==> src/rtl/car_cmd_decoder_if.sv <==
// Decoded car command bundle.
// The decoder drives it through the master modport and consumers read it through the slave modport.
interface car_cmd_if;
   logic [3:0] moving_state;
   logic       place_barrier;
   logic       destroy_barrier;
   logic       cmd_valid;
   logic       frame_err;
   logic       link_alive;

   modport master (
      output moving_state,
      output place_barrier,
      output destroy_barrier,
      output cmd_valid,
      output frame_err,
      output link_alive
   );

   modport slave (
      input moving_state,
      input place_barrier,
      input destroy_barrier,
      input cmd_valid,
      input frame_err,
      input link_alive
   );
endinterface

==> src/rtl/car_cmd_decoder.sv <==
// UART 8N1 receiver for the car command byte {2'b10, destroy, place, moving_state[3:0]}.
// Rejects frames with a bad header or a bad stop bit.
// Emits one-cycle request pulses on rising barrier bits.
// A link watchdog forces a safe stop when valid frames stop arriving.
module car_cmd_decoder #(
   parameter int CLKS_PER_BIT   = 10416,
   parameter int TIMEOUT_CYCLES = 10_000_000
) (
   input  logic      sys_clk,
   input  logic      rst,
   input  logic      rx,
   car_cmd_if.master cmd
);

   localparam int CW = $clog2(CLKS_PER_BIT + 1);
   localparam int WW = $clog2(TIMEOUT_CYCLES + 1);

   localparam logic [CW-1:0] HALF_LAST = CW'(CLKS_PER_BIT / 2 - 1);
   localparam logic [CW-1:0] BIT_LAST  = CW'(CLKS_PER_BIT - 1);
   localparam logic [CW-1:0] CYC_ONE   = CW'(1);
   localparam logic [WW-1:0] WD_LAST   = WW'(TIMEOUT_CYCLES - 1);
   localparam logic [WW-1:0] WD_MAX    = WW'(TIMEOUT_CYCLES);
   localparam logic [WW-1:0] WD_ONE    = WW'(1);

   typedef enum logic [2:0] {
      IDLE  = 3'd0,
      START = 3'd1,
      DATA  = 3'd2,
      STOP  = 3'd3,
      BREAK = 3'd4
   } state_t;

   state_t          state;
   logic            rx_meta;
   logic            rx_s;
   logic [CW-1:0]   cyc_cnt;
   logic [2:0]      bit_cnt;
   logic [7:0]      shift;
   logic            prev4;
   logic            prev5;
   logic [WW-1:0]   wdog;
   logic            stop_sample;
   logic            accept;
   logic            reject;

   // Only frames tagged 2'b10 in the top two bits are car commands.
   function automatic logic header_ok(input logic [1:0] hdr);
      return (hdr == 2'b10);
   endfunction

   // Two-flop synchroniser for the asynchronous serial line; idles high.
   always_ff @(posedge sys_clk) begin
      if (rst) begin
         rx_meta <= 1'b1;
         rx_s    <= 1'b1;
      end else begin
         rx_meta <= rx;
         rx_s    <= rx_meta;
      end
   end

   // Classify the stop-bit sample as an accepted or a rejected frame.
   always_comb begin
      stop_sample = 1'b0;
      accept      = 1'b0;
      reject      = 1'b0;
      if (state == STOP && cyc_cnt == BIT_LAST) begin
         stop_sample = 1'b1;
         accept      = rx_s & header_ok(shift[7:6]);
         reject      = ~(rx_s & header_ok(shift[7:6]));
      end else begin
         stop_sample = 1'b0;
      end
   end

   // Receive FSM, registered command outputs and link watchdog.
   always_ff @(posedge sys_clk) begin
      if (rst) begin
         state               <= IDLE;
         cyc_cnt             <= '0;
         bit_cnt             <= 3'd0;
         shift               <= 8'h00;
         prev4               <= 1'b0;
         prev5               <= 1'b0;
         wdog                <= '0;
         cmd.moving_state    <= 4'd0;
         cmd.place_barrier   <= 1'b0;
         cmd.destroy_barrier <= 1'b0;
         cmd.cmd_valid       <= 1'b0;
         cmd.frame_err       <= 1'b0;
         cmd.link_alive      <= 1'b0;
      end else begin
         cmd.place_barrier   <= 1'b0;
         cmd.destroy_barrier <= 1'b0;
         cmd.cmd_valid       <= 1'b0;
         cmd.frame_err       <= 1'b0;

         case (state)
            IDLE: begin
               if (!rx_s) begin
                  state   <= START;
                  cyc_cnt <= '0;
               end
            end
            START: begin
               // Re-check at mid start bit so that short glitches are dropped.
               if (cyc_cnt == HALF_LAST) begin
                  cyc_cnt <= '0;
                  bit_cnt <= 3'd0;
                  state   <= rx_s ? IDLE : DATA;
               end else begin
                  cyc_cnt <= cyc_cnt + CYC_ONE;
               end
            end
            DATA: begin
               if (cyc_cnt == BIT_LAST) begin
                  cyc_cnt        <= '0;
                  shift[bit_cnt] <= rx_s;
                  if (bit_cnt == 3'd7) begin
                     state <= STOP;
                  end else begin
                     bit_cnt <= bit_cnt + 3'd1;
                  end
               end else begin
                  cyc_cnt <= cyc_cnt + CYC_ONE;
               end
            end
            STOP: begin
               if (stop_sample) begin
                  cyc_cnt       <= '0;
                  cmd.frame_err <= reject;
                  // A low stop bit means a line break: wait for the line to go high again.
                  state         <= rx_s ? IDLE : BREAK;
               end else begin
                  cyc_cnt <= cyc_cnt + CYC_ONE;
               end
            end
            BREAK: begin
               if (rx_s) begin
                  state <= IDLE;
               end
            end
            default: begin
               state   <= IDLE;
               cyc_cnt <= '0;
               bit_cnt <= 3'd0;
            end
         endcase

         // An accept on the timeout cycle takes priority over the forced stop.
         if (accept) begin
            cmd.moving_state    <= shift[3:0];
            cmd.cmd_valid       <= 1'b1;
            cmd.link_alive      <= 1'b1;
            cmd.place_barrier   <= shift[4] & ~prev4;
            cmd.destroy_barrier <= shift[5] & ~prev5;
            prev4               <= shift[4];
            prev5               <= shift[5];
            wdog                <= '0;
         end else if (wdog == WD_LAST) begin
            wdog             <= WD_MAX;
            cmd.moving_state <= 4'd0;
            cmd.link_alive   <= 1'b0;
            prev4            <= 1'b0;
            prev5            <= 1'b0;
         end else if (wdog != WD_MAX) begin
            wdog <= wdog + WD_ONE;
         end
      end
   end

endmodule

==> src/flat_wrapper.sv <==
// flat-port wrapper written by rule: the top's interface ports become plain ports
module car_cmd_decoder_flat 
#(
   parameter int CLKS_PER_BIT   = 10416,
   parameter int TIMEOUT_CYCLES = 10_000_000
)
  (sys_clk, rst, rx, cmd_moving_state, cmd_place_barrier, cmd_destroy_barrier, cmd_cmd_valid, cmd_frame_err, cmd_link_alive);
  car_cmd_if cmd_i ();
  input  logic sys_clk;
  input  logic rst;
  input  logic rx;
  output wire logic [$bits(cmd_i.moving_state)-1:0] cmd_moving_state;
  output wire logic [$bits(cmd_i.place_barrier)-1:0] cmd_place_barrier;
  output wire logic [$bits(cmd_i.destroy_barrier)-1:0] cmd_destroy_barrier;
  output wire logic [$bits(cmd_i.cmd_valid)-1:0] cmd_cmd_valid;
  output wire logic [$bits(cmd_i.frame_err)-1:0] cmd_frame_err;
  output wire logic [$bits(cmd_i.link_alive)-1:0] cmd_link_alive;
  assign cmd_moving_state = cmd_i.moving_state;
  assign cmd_place_barrier = cmd_i.place_barrier;
  assign cmd_destroy_barrier = cmd_i.destroy_barrier;
  assign cmd_cmd_valid = cmd_i.cmd_valid;
  assign cmd_frame_err = cmd_i.frame_err;
  assign cmd_link_alive = cmd_i.link_alive;
  car_cmd_decoder #(.CLKS_PER_BIT(CLKS_PER_BIT), .TIMEOUT_CYCLES(TIMEOUT_CYCLES)) u_core (.sys_clk(sys_clk), .rst(rst), .rx(rx), .cmd(cmd_i));
endmodule
==> config.mk <==
export PLATFORM = sky130hd
export DESIGN_NAME = car_cmd_decoder_flat
export DESIGN_NICKNAME = d
export VERILOG_FILES = /design/src/rtl/car_cmd_decoder_if.sv /design/src/rtl/car_cmd_decoder.sv /design/src/flat_wrapper.sv
export SDC_FILE = /design/constraint.sdc
export NUM_CORES = 1
export LEC_CHECK = 0
export CORE_MARGIN = 3
export CORE_UTILIZATION = 44
export CTS_BUF_LIST = sky130_fd_sc_hd__clkbuf_2
export DETAILED_ROUTE_END_ITERATION = 6
export PLACE_DENSITY = 0.67
export SLEW_MARGIN = 20
export SYNTH_ARGS = -nofsm -noshare
export SYNTH_HDL_FRONTEND = slang
export SYNTH_SLANG_ARGS = --single-unit
==> constraint.sdc <==
create_clock -name sys_clk -period 2.08 [get_ports sys_clk]
set_input_delay 0.312 -clock sys_clk [delete_from_list [all_inputs] [get_ports sys_clk]]
set_output_delay 0.312 -clock sys_clk [all_outputs]
set_load 0.03 [all_outputs]
; ---- After elaboration in Yosys (flattened, before gate mapping)
; Cells that the tools add are included.
[totals]
in_bits = 3
regBits = 65
[classes]
magnitude_cmp = 2
bitwise_logic = 12
reduce_logical = 14
muxes = 32
add_sub_neg = 3
n_eq_ne = 17
[op_table]
columns = op, count
row1 = $pmux W14 S5, 1
row2 = $mux W14, 4
row3 = $mux W24, 2
row4 = $mux W3, 10
row5 = $add A24 B1 Y24 const B, 1
row6 = $eq A24 B24 Y1 const B, 1
row7 = $ne A24 B24 Y1 const B, 1
row8 = $pmux W3 S5, 1
row9 = $add A14 B1 Y14 const B, 1
row10 = $eq A14 B13 Y1 const B, 1
row11 = $eq A14 B14 Y1 const B, 1
row12 = $ne A2 B1 Y1 const B, 5
row13 = $not A1 Y1, 9
row14 = $pmux W3 S3, 1
row15 = $bwmux W8, 1
row16 = $mux W1, 8
row17 = $mux W4, 2
row18 = $eq A3 B2 Y1 const B, 2
row19 = $eq A3 B3 Y1 const B, 2
row20 = $reduce_and A6 Y1, 1
row21 = $reduce_or A3 Y1, 2
row22 = $lt A3 B4 Y1 const B, 1
row23 = $ne A2 B2 Y1 const B, 2
row24 = $reduce_and A2 Y1, 2
row25 = 13 further kinds, 18

; ---- Logic depth before layout (Yosys ltp)
; Gate-level depths: netlist (run 1).
[logic_depth]
ltp_word = 5
depth_mapped = 8

; ---- Worst setup path after synthesis (run 1)
; Ideal clock, no wire load.
[synth_timing]
path_type = reg2reg
from = register u_core.cyc_cnt[0]
to = register u_core.cmd.moving_state[0]
arrival_ns = 2.050
period_less_slack_ns = 2.167
setup_ns = 0.117
path_stages_with_launch = 8
required_time_ns = 1.963
slack_ns = -0.087
path_cell_list = dfxtp_1 -> ha_1 -> nand4bb_4 -> or4_4 -> o41ai_2 -> buf_4 -> nor2b_2 -> a22o_1
[synth_via]
elab_chain_cells = 4
word_cells_on_any_way = 5
classes_between = eq/ne (1) / mux (2) / reduce/logical (2)
[synth_lines]
columns = element, line
row1 = from (decl), car_cmd_decoder.sv:36  ; logic [CW-1:0] cyc_cnt;
row2 = from (signal assigned), car_cmd_decoder.sv:112  ; cyc_cnt <= cyc_cnt + CYC_ONE;
row3 = from (signal assigned), car_cmd_decoder.sv:125  ; cyc_cnt <= cyc_cnt + CYC_ONE;
row4 = from (signal assigned), car_cmd_decoder.sv:135  ; cyc_cnt <= cyc_cnt + CYC_ONE;
row5 = $eq A14 B14 Y1 *, car_cmd_decoder.sv:67  ; if (state == STOP && cyc_cnt == BIT_LAST) begin
row6 = $logic_and A1 B1 Y1 *, car_cmd_decoder.sv:67
row7 = $mux W1 *, car_cmd_decoder.sv:67
row8 = $mux W4 / $reduce_bool A2 Y1 (equally long branches), n/a
row9 = to (signal assigned), car_cmd_decoder.sv:152  ; cmd.moving_state <= shift[3:0];
row10 = to (decl), car_cmd_decoder_if.sv:12  ; output moving_state,
; Every way passes the cells marked *; elsewhere a longest branch is shown, timed or not.
; A chain may end at the register's enable or synchronous reset.

; ---- Worst setup path in the final report (run 1)
[layout_timing]
from = register u_core.cyc_cnt[6]
to = register u_core.shift[3]
[layout_via]
elab_chain_cells = 2
[layout_lines]
columns = element, line
row1 = $eq A14 B14 Y1, car_cmd_decoder.sv:116  ; if (cyc_cnt == BIT_LAST) begin
row2 = $reduce_and A2 Y1 (no source line), n/a
row3 = "to (signal, indexed assignment)", car_cmd_decoder.sv:118  ; shift[bit_cnt] <= rx_s;
row4 = to (decl), car_cmd_decoder.sv:38  ; logic [7:0] shift;
; No other way between the ends.

==> impl_metrics.py, run 1 <==
metrics = {
    "synthesis": {
        "synth_cell_types": 62,
        "synthCells": 341,
        "synth_area_leaders": "dfxtp_1 42%, nor2_1 5.9%, xor2_1 5.1%, nand3_1 3.5%, nand2_1 2.7%",
        "synth_flop_cell": "dfxtp_1",
        "synth_nets": 349,
        "syn_avg_cell_area_um2": 9.118,
        "yosys_warnings": 0,
        "ys_ff_latch": 65,
        "synth_top_area_cell": "dfxtp_1",
        "ys_seq_area_share_pct": 41.85,
        "netlist_area_um2": 3109,
        "synth_edf_count": 0,
        "synth_top_area_share_pct": 41.85,
        "async_flop_share_pct": 0,
    },
    "worst_setup_path": {
        "slowest_delay_ps": 580,
        "crit_fanout": 11,
        "rrSetupSlack_ps": 10,
        "arrival_ps": 2470,
        "worstPathCellList": "nand4bb_1, or4_4, buf_12, or4_4, mux2i_1, nor2_1",
        "r2r-end": "u_core.shift[3]",
        "cpMaxStageDelayCell": "or4_4",
        "path_class": "register to register",
        "endpoint_kind": "register",
        "worstReg2RegStart": "u_core.cyc_cnt[6]",
        "cp-start-kind": "register",
        "cp.required_ps": 2480,
        "worst_r2r_path_depth": 6,
        "crit_top_cell": "or4_4",
    },
    "timing": {
        "fmax_mhz": 483.2,
        "whs_ps": 388.9,
        "rsz0062_at_grt": "yes",
        "relSlewSlack_pct": 72.21,
        "maxSlewViolCount": 0,
        "finalHoldViolations": 0,
        "setup_viol_count_final": 0,
        "tightest_slew_ps": 413.6,
        "fin_crit_sh_pct": 99.50,
        "setup_tns_ps": 0,
        "layout_min_cycle_time_ps": 2070,
        "fin_skew_ps": 21.58,
    },
    "die": {
        "rows": 30,
        "die_w_um": 90.06,
        "start_util_pct": 45.51,
        "die_h_um": 90.06,
        "die-area_um2": 8111,
        "io_pins": 12,
        "core_area_um2": 6832,
    },
    "place": {
        "dpl-instance-area_um2": 3580,
        "dp.cells": 472,
        "port_buffers": 11,
        "dpl.hpwl_um": 4713,
        "gp_congestion": 0.8738,
    },
    "route": {
        "drcViolationCount": 0,
        "num_vias": 2612,
        "routed_wl_um": 6646,
        "drt_iter0_drc": 77,
        "vias_per_cell": 5.331,
        "wl_per_cell_um": 13.56,
        "firstDrtPassIters": 4,
        "ant_nets": 0,
    },
    "global_route": {
        "grt_overflow_total": 0,
        "track_usage_pct": 17.40,
        "grt_pass1_vias": 2491,
        "grt_pass1_wl_um": 11500,
        "antenna_found_initial": 0,
        "grt_max_degree": 20,
    },
    "clock_network": {
        "cts_hold_buf": 0,
        "clock-sinks": 65,
        "h-tree-depth": 3,
        "numCtsBuffers": 9,
        "insertion_delay_ps": 480,
        "cts_buffer_depth": 2,
        "cts_root_buf": "clkbuf_2",
        "cts_tree": "done",
        "path_clk_slew_ps": 190,
    },
    "power": {
        "finalPower_w": 0.002488,
        "power_density_nw_per_um2": 650.2,
        "ir_drop_mv": 0.3688,
        "p_leak_nw": 1.458,
    },
    "finish": {
        "area_growth_pct": 23.10,
        "antenna_cells": 0,
        "multi_input_area_um2": 1754,
        "stdcell_count": 490,
        "fin_nets": 397,
        "drive_gt1_share_pct": 22.84,
        "design_area_um2": 3827,
        "seq_area_um2": 1308,
        "fillers": 608,
    },
    "min_path": {
        "hold_path.class": "primary input to register",
        "min_to": "u_core.rx_meta",
        "hp-start": "rx",
        "hold_path_depth": 2,
    },
    "run": {
        "cap_violations": 0,
    },
    "status": {
        "status": "complete, no violations",
    },
}
==> final cells by class <==
class / count / area share (%)
Multi-Input combinational cell: 254 / 45.83
Inverter: 8 / 0.7846
Timing Repair Buffer: 51 / 11.38
Clock buffer: 10 / 1.308
Clock inverter: 6 / 3.400
Sequential cell: 65 / 34.16
Tap cell: 96 / 3.138
==> metrics by stage <==
stage	setup WS (ps)	util, %
floorplan	18.24	-
finish	10.37	56.03
detailed placement	-79.05	52.40
CTS	-4.556	55.51
global placement	-0.6926	52.40
global route	-45.26	56.03
==> critical path, delay by kind of cell, from the launching register on <==
family | cells | cell delay [ps]
buf+inv | 1 | 170
simple gates | 4 | 1310
mux | 1 | 170
flops | 1 | 360
==> cell usage after synthesis, types with 2 or more instances <==
| cell | instances |
|---|---|
| a21oi_1 | 9 |
| a22o_1 | 7 |
| a31oi_1 | 8 |
| a41oi_1 | 4 |
| and3_1 | 8 |
| and4_1 | 3 |
| buf_2 | 2 |
| buf_4 | 2 |
| buf_6 | 3 |
| clkbuf_1 | 7 |
| dfxtp_1 | 65 |
| ha_1 | 5 |
| inv_1 | 8 |
| mux2_2 | 2 |
| mux2i_1 | 8 |
| nand2_1 | 22 |
| nand2_2 | 2 |
| nand2b_1 | 9 |
| nand3_1 | 22 |
| nand3b_1 | 5 |
| nand4_1 | 8 |
| nor2_1 | 49 |
| nor2b_1 | 2 |
| nor3_1 | 6 |
| nor4_1 | 10 |
| o21ai_0 | 3 |
| o21ai_1 | 2 |
| o22ai_2 | 2 |
| o41ai_1 | 2 |
| or2_2 | 3 |
| xnor2_1 | 5 |
| xor2_1 | 18 |
==> worst max-delay path by stage <==
| stage | endpoint | cells after the start | start |
|---|---|---|---|
| CTS | u_core.shift[3] | 6 | u_core.cyc_cnt[6] |
| global route | u_core.shift[3] | 6 | u_core.cyc_cnt[4] |
| floorplan | u_core.cmd.moving_state[0] | 7 | u_core.cyc_cnt[1] |
| detailed placement | u_core.cmd.moving_state[1] | 7 | u_core.cyc_cnt[1] |
| global placement | u_core.shift[3] | 7 | u_core.cyc_cnt[1] |
| finish | u_core.shift[3] | 6 | u_core.cyc_cnt[6] |
==> layout by cell type, fill, tap and decap left out, drive strengths merged, types with 7 or more instances in the layout <==
cell type,Yosys,routed
nand2b,9,9
and3,8,8
nor4,11,11
clkdlybuf4s50,0,11
dfxtp,65,65
nand4,8,8
xor2,18,18
nor3,7,7
clkbuf,7,10
buf,7,40
nand2,24,24
a31oi,8,8
inv,8,8
a21oi,9,9
a22o,7,7
nand3,22,22
nor2,49,49
mux2i,8,8
==> flip-flops by register name, indices dropped and copies added (netlist names) <==
name and flops:
u_core.wdog 24, u_core.cyc_cnt 14, u_core.shift 8, u_core.cmd.moving_state 4, u_core.bit_cnt 3, u_core.state 3
u_core.cmd.cmd_valid 1, u_core.cmd.destroy_barrier 1, u_core.cmd.frame_err 1, u_core.cmd.link_alive 1, u_core.cmd.place_barrier 1, u_core.prev4 1
u_core.prev5 1, u_core.rx_meta 1, u_core.rx_s 1
==> layer usage <==
layer  share of wire [%]  GRT usage (%)  up-vias
li1                    -              -     1327
met1                  48          22.86     1229
met2                  46          27.01       48
met3                 3.9          4.351        8
met4                 1.5          7.653        0
met5                   0              0        -
==> power by group <==
group	total, W	leakage (nW)	internal, W	switching [W]
Clock	0.00110	0.106	0.000641	0.000457
Sequential	0.00127	0.527	0.00126	0.0000121
Combinational	0.000122	0.824	0.0000546	0.0000672
Total	0.00249	1.46	0.00195	0.000536
==> cell families after synthesis <==
kind of cell             after synthesis  synth area share (%)
AO/OA/AOI/OAI                         48                 11.87
XOR/XNOR                              23                 6.479
adder cells (fa/ha/maj)                5                 2.012
buffers and inverters                 22                 3.702
flip-flops                            65                 41.85
multiplexers                          11                 3.783
AND/OR/NAND/NOR                      167                 30.30
==> repair_timing <==
action,4_1_cts,5_1_grt
pin swaps,1,3
cloned,0,0
buffers inserted,2,0
gates resized for setup,4,6
setup endpoints to repair,24,43
No activity file was read; power rests on OpenSTA's default activity.
==> run 2, diff against run 1 <==
- PLACE_DENSITY: 0.67 -> 0.64
==> impl_metrics.py, run 2 (synthesized netlist as in run 1, its figures left out) <==
metrics = {
    "clock_network": {
        "insertion_delay_ps": 490,
        "clock-sinks": 65,
        "h-tree-depth": 3,
        "path_clk_slew_ps": 230,
        "cts_root_buf": "clkbuf_2",
        "numCtsBuffers": 9,
        "cts_tree": "done",
        "cts_buffer_depth": 2,
    },
    "finish": {
        "stdcell_count": 496,
        "reg_top3": "u_core.wdog: 24 flops, u_core.cyc_cnt: 14 flops, u_core.shift: 8 flops",
        "drive_gt1_share_pct": 24.75,
        "largest-register": "u_core.wdog",
        "largest_reg_flops": 24,
        "area_growth_pct": 23.98,
        "antenna_cells": 0,
        "fin_nets": 403,
        "mostFrequentLayoutCells": "59 x dfxtp_1, 49 x nor2_1, 42 x buf_4",
        "layout_commonest_cell": "dfxtp_1",
    },
    "timing": {
        "rsz0062_at_grt": "yes",
        "fin_ws_ps": -4.224,
        "finalHoldViolations": 0,
        "fin_crit_sh_pct": 100.2,
        "setup_viol_count_final": 1,
        "fin_skew_ps": 33.79,
        "layout_min_cycle_time_ps": 2084,
        "maxSlewViolCount": 0,
        "fmax_mhz": 479.8,
        "relSlewSlack_pct": 60.01,
        "tightest_slew_ps": 595.3,
    },
    "route": {
        "wl_per_cell_um": 12.98,
        "ant_nets": 0,
        "firstDrtPassIters": 6,
        "vias_per_cell": 5.276,
        "drcViolationCount": 0,
        "drt_iter0_drc": 88,
        "routed_wl_um": 6439,
        "num_vias": 2617,
    },
    "worst_setup_path": {
        "rrSetupSlack_ps": -4,
        "endpoint_kind": "register",
        "crit_buf_inv": 1,
        "worstReg2RegStart": "u_core.cyc_cnt[7]",
        "crit_fanout": 3,
        "worst_r2r_path_depth": 6,
        "r2r-end": "u_core.state[2]",
        "cp.required_ps": 2480,
        "worstPathCellList": "or4b_4, nor4_4, buf_4, o22ai_2, o21bai_4, mux2_4",
        "path_class": "register to register",
        "cpMaxStageDelayCell": "or4b_4",
        "slowest_delay_ps": 540,
        "path_delay_family": "simple AND/OR/NAND/NOR gates",
        "cp-start-kind": "register",
        "arrival_ps": 2480,
    },
    "global_route": {
        "grt_max_degree": 19,
        "grt_pass1_wl_um": 11250,
        "grt_overflow_total": 0,
        "track_usage_pct": 16.68,
        "antenna_found_initial": 0,
        "grt_pass1_vias": 2425,
    },
    "min_path": {
        "min_to": "u_core.rx_meta",
        "hold_path_depth": 2,
        "hold_path.class": "primary input to register",
        "hp-start": "rx",
    },
    "status": {
        "violations": "negative setup slack",
        "status": "complete, but fails checks",
    },
    "die": {
        "core_area_um2": 6832,
        "die_h_um": 90.06,
        "start_util_pct": 45.51,
        "die_w_um": 90.06,
        "rows": 30,
        "io_pins": 12,
        "die-area_um2": 8111,
    },
    "power": {
        "p_leak_nw": 1.456,
        "ir_drop_mv": 0.2520,
        "power_density_nw_per_um2": 568.4,
    },
    "place": {
        "dp_slack_ps": -41.64,
        "dp.cells": 477,
        "dpl.hpwl_um": 4661,
        "port_buffers": 11,
        "gp_congestion": 0.8310,
    },
    "run": {
        "cap_violations": 0,
    },
}
-- run 2: worst register-to-register path, cell delays in order, from the launching register on --
cell and delay (ps):
dfxtp_2 390, or4b_4 540, nor4_4 350, buf_4 180
o22ai_2 60, o21bai_4 180, mux2_4 300
-- run 2: stage by stage --
stage / util (%) / setup TNS, ps / power, W / hold WS [ps] / area, um2
floorplan: - / 0 / 0.001367 / 389.5 / 3124
global placement: 53.13 / -52.12 / 0.001413 / 398.9 / 3630
detailed placement: 53.13 / -475.3 / 0.001415 / 400.0 / 3630
CTS: 55.48 / 0 / 0.002208 / 367.7 / 3790
global route: 56.43 / -1010 / 0.002287 / 368.9 / 3855
finish: 56.43 / -4.224 / 0.002191 / 398.8 / 3855
-- run 2: routing by layer --
metal  part of all wire, %  wire length [um]  global-route usage, %  vias up
li1                      -                 -                      -     1346
met1                    51              3309                  23.47     1213
met2                    44              2862                  25.33       51
met3                   3.1               200                  3.013        7
met4                   1.0                66                  6.505        0
met5                     0                 0                      0        -
-- run 2: worst max path at each step --
stage | from | endpoint | slack, ps | depth (start not counted)
floorplan | u_core.cyc_cnt[1] | u_core.cmd.moving_state[0] | 20 | 7
CTS | u_core.cyc_cnt[1] | u_core.shift[3] | 10 | 7
detailed placement | u_core.cyc_cnt[1] | u_core.cmd.moving_state[1] | -40 | 7
global route | u_core.cyc_cnt[7] | u_core.state[2] | -80 | 6
finish | u_core.cyc_cnt[7] | u_core.state[2] | -4 | 6
global placement | u_core.cyc_cnt[1] | u_core.shift[5] | -20 | 8
-- run 2: what timing repair did --
action | 4_1_cts | 5_1_grt
hold endpoints to repair | 0 | 0
cloned | 0 | 0
hold buffers | 0 | 0
resized for setup | 4 | 11
setup endpoints to repair | 26 | 35
pin swaps | 1 | 3
setup buffers | 1 | 2
-- run 2: cell type report --
| cell class | instances | area, um2 |
|---|---|---|
| multi-input cells | 254 | 1774 |
| fillers | 642 | 2977 |
| repair buffers | 57 | 496.7 |
| clock inverters | 7 | 80.08 |
| inverters | 8 | 30.03 |
| well taps | 96 | 120.1 |
| clock buffers | 9 | 45.04 |
| flip-flops and latches | 65 | 1309 |
-- run 2: power by group --
part / total [W] / internal (W) / leakage [nW] / switching, W
clock: 0.000796 / 0.000288 / 0.0687 / 0.000509
sequential: 0.00127 / 0.00126 / 0.528 / 0.0000130
combinational: 0.000124 / 0.0000570 / 0.860 / 0.0000672
total: 0.00219 / 0.00160 / 1.46 / 0.000589
==> run 3, diff against run 2 <==
- CTS_CLUSTER_SIZE: unset -> 14
- PLACE_DENSITY: 0.64 -> 0.59
- clock period: 2.08 -> 2.5 ns (I/O delays scaled with it)
==> impl_metrics.py, run 3 (synthesized netlist as in run 1, its figures left out) <==
metrics = {
    "status": {
        "status": "complete, no violations",
    },
    "global_route": {
        "track_usage_pct": 16.42,
        "grt_overflow_total": 0,
        "grt_pass1_wl_um": 10930,
        "grt_max_degree": 19,
        "grt_pass1_vias": 2348,
        "antenna_found_initial": 0,
    },
    "route": {
        "drcViolationCount": 0,
        "firstDrtPassIters": 4,
        "num_vias": 2505,
        "drt_iter0_drc": 146,
        "wl_per_cell_um": 13.59,
        "vias_per_cell": 5.410,
        "topRoutingLayerUsed": "met4",
        "routed_wl_um": 6291,
        "wl_met2_um": 2757,
        "met1_length_um": 3190,
        "ant_nets": 0,
        "met3WireLength_um": 274,
    },
    "timing": {
        "layout_min_cycle_time_ps": 2297,
        "maxSlewViolCount": 0,
        "setup_viol_count_final": 0,
        "fin_skew_ps": 21.21,
        "rsz0062_at_grt": "no",
        "finalHoldViolations": 0,
        "relSlewSlack_pct": 58.68,
        "fmax_mhz": 435.4,
        "setup_tns_ps": 0,
        "fin_crit_sh_pct": 91.87,
        "tightest_slew_ps": 615.1,
    },
    "clock_network": {
        "path_clk_slew_ps": 200,
        "insertion_delay_ps": 490,
        "cts_root_buf": "clkbuf_2",
        "h-tree-depth": 3,
        "numCtsBuffers": 9,
        "cts_tree": "done",
        "cts_buffer_depth": 2,
        "clock-sinks": 65,
    },
    "worst_setup_path": {
        "crit_fanout": 12,
        "cp.required_ps": 2900,
        "endpoint_kind": "register",
        "cp-start-kind": "register",
        "worst_r2r_path_depth": 7,
        "arrival_ps": 2700,
        "path_class": "register to register",
    },
    "power": {
        "ir_drop_mv": 0.3645,
        "finalPower_w": 0.001974,
        "p_leak_nw": 1.281,
        "power_density_nw_per_um2": 559.3,
    },
    "die": {
        "die_w_um": 90.06,
        "die_h_um": 90.06,
        "core_area_um2": 6832,
        "start_util_pct": 45.51,
        "die-area_um2": 8111,
        "io_pins": 12,
        "rows": 30,
    },
    "finish": {
        "reg_top3": "u_core.wdog: 24 flops, u_core.cyc_cnt: 14 flops, u_core.shift: 8 flops",
        "largest_reg_flops": 24,
        "mostFrequentLayoutCells": "64 x dfxtp_1, 49 x nor2_1, 22 x nand2_1, 22 x nand3_1, 18 x xor2_1",
        "drive_gt1_share_pct": 14.17,
        "largest-register": "u_core.wdog",
        "antenna_cells": 0,
        "area_growth_pct": 13.52,
        "fin_nets": 370,
        "fillers": 670,
        "layout_commonest_cell": "dfxtp_1",
    },
    "min_path": {
        "hold_path.class": "register to register",
        "hold_path_depth": 1,
    },
    "run": {
        "cap_violations": 0,
    },
    "place": {
        "port_buffers": 11,
        "dpl.hpwl_um": 4370,
        "gp_congestion": 0.8073,
    },
}
run 3: cell count changes in the layout (fill, tap and decap cells not counted), sizes merged:
cell	previous run	this run
clkinv	3	1
buf	46	13
bufinv	1	3
run 3: final timing paths:
kind	startpoint	to	slack, ps
min reg2reg	u_core.prev5	u_core.cmd.destroy_barrier	410
min	u_core.prev5	u_core.cmd.destroy_barrier	410
max reg2reg	u_core.cyc_cnt[1]	u_core.prev4	200
max	u_core.cyc_cnt[1]	u_core.prev4	200
run 3: critical path: stages, from the launching register on:
cell	delay, ps
dfxtp_1	420
ha_2	250
nand4bb_4	140
or4_4	550
o41ai_4	420
nand2b_1	180
buf_4	180
o21ai_1	70
run 3: repair_timing:
action | CTS | global route
buffers inserted | 0 | 0
hold buffers | 0 | 0
gates resized for setup | 1 | 2
setup endpoints to repair | 1 | 17
pin swaps | 0 | 1
run 3: final cells by class:
type                            count  area, um2  area share (%)
Inverter                            8      30.03          0.8508
Clock buffer                        9      45.04           1.276
Timing Repair Buffer               24      207.7           5.884
Clock inverter                      7      117.6           3.332
Multi-Input combinational cell    254       1707           48.35
Sequential cell                    65       1303           36.90
Tap cell                           96      120.1           3.403
run 3: per-stage QoR:
stage / util, % / hold WS (ps) / area (um2) / worst slack (ps) / cells
after CTS: 51.61 / 398.2 / 3526 / 47.13 / 463
after global routing: 51.67 / 409.4 / 3530 / 61.40 / 463
after detailed placement: 49.07 / 399.3 / 3352 / 59.30 / 447
after floorplan: - / 389.5 / 3109 / 333.1 / 341
final: 51.67 / 406.2 / 3530 / 203.1 / 463
after global placement: 49.07 / 393.2 / 3352 / 146.6 / 447
run 3: where the power goes:
group	switching, W	internal [W]	total [W]
Clock	0.000402	0.000431	0.000833
Sequential	0.0000147	0.00105	0.00106
Combinational	0.0000476	0.0000325	0.0000800
run 3: metal layers:
layer  global-route usage (%)  vias to the layer above
met1                    22.44                     1175
met5                        0                        -
met2                    24.77                       48
li1                         -                     1276
met4                    6.378                        0
met3                    4.268                        6
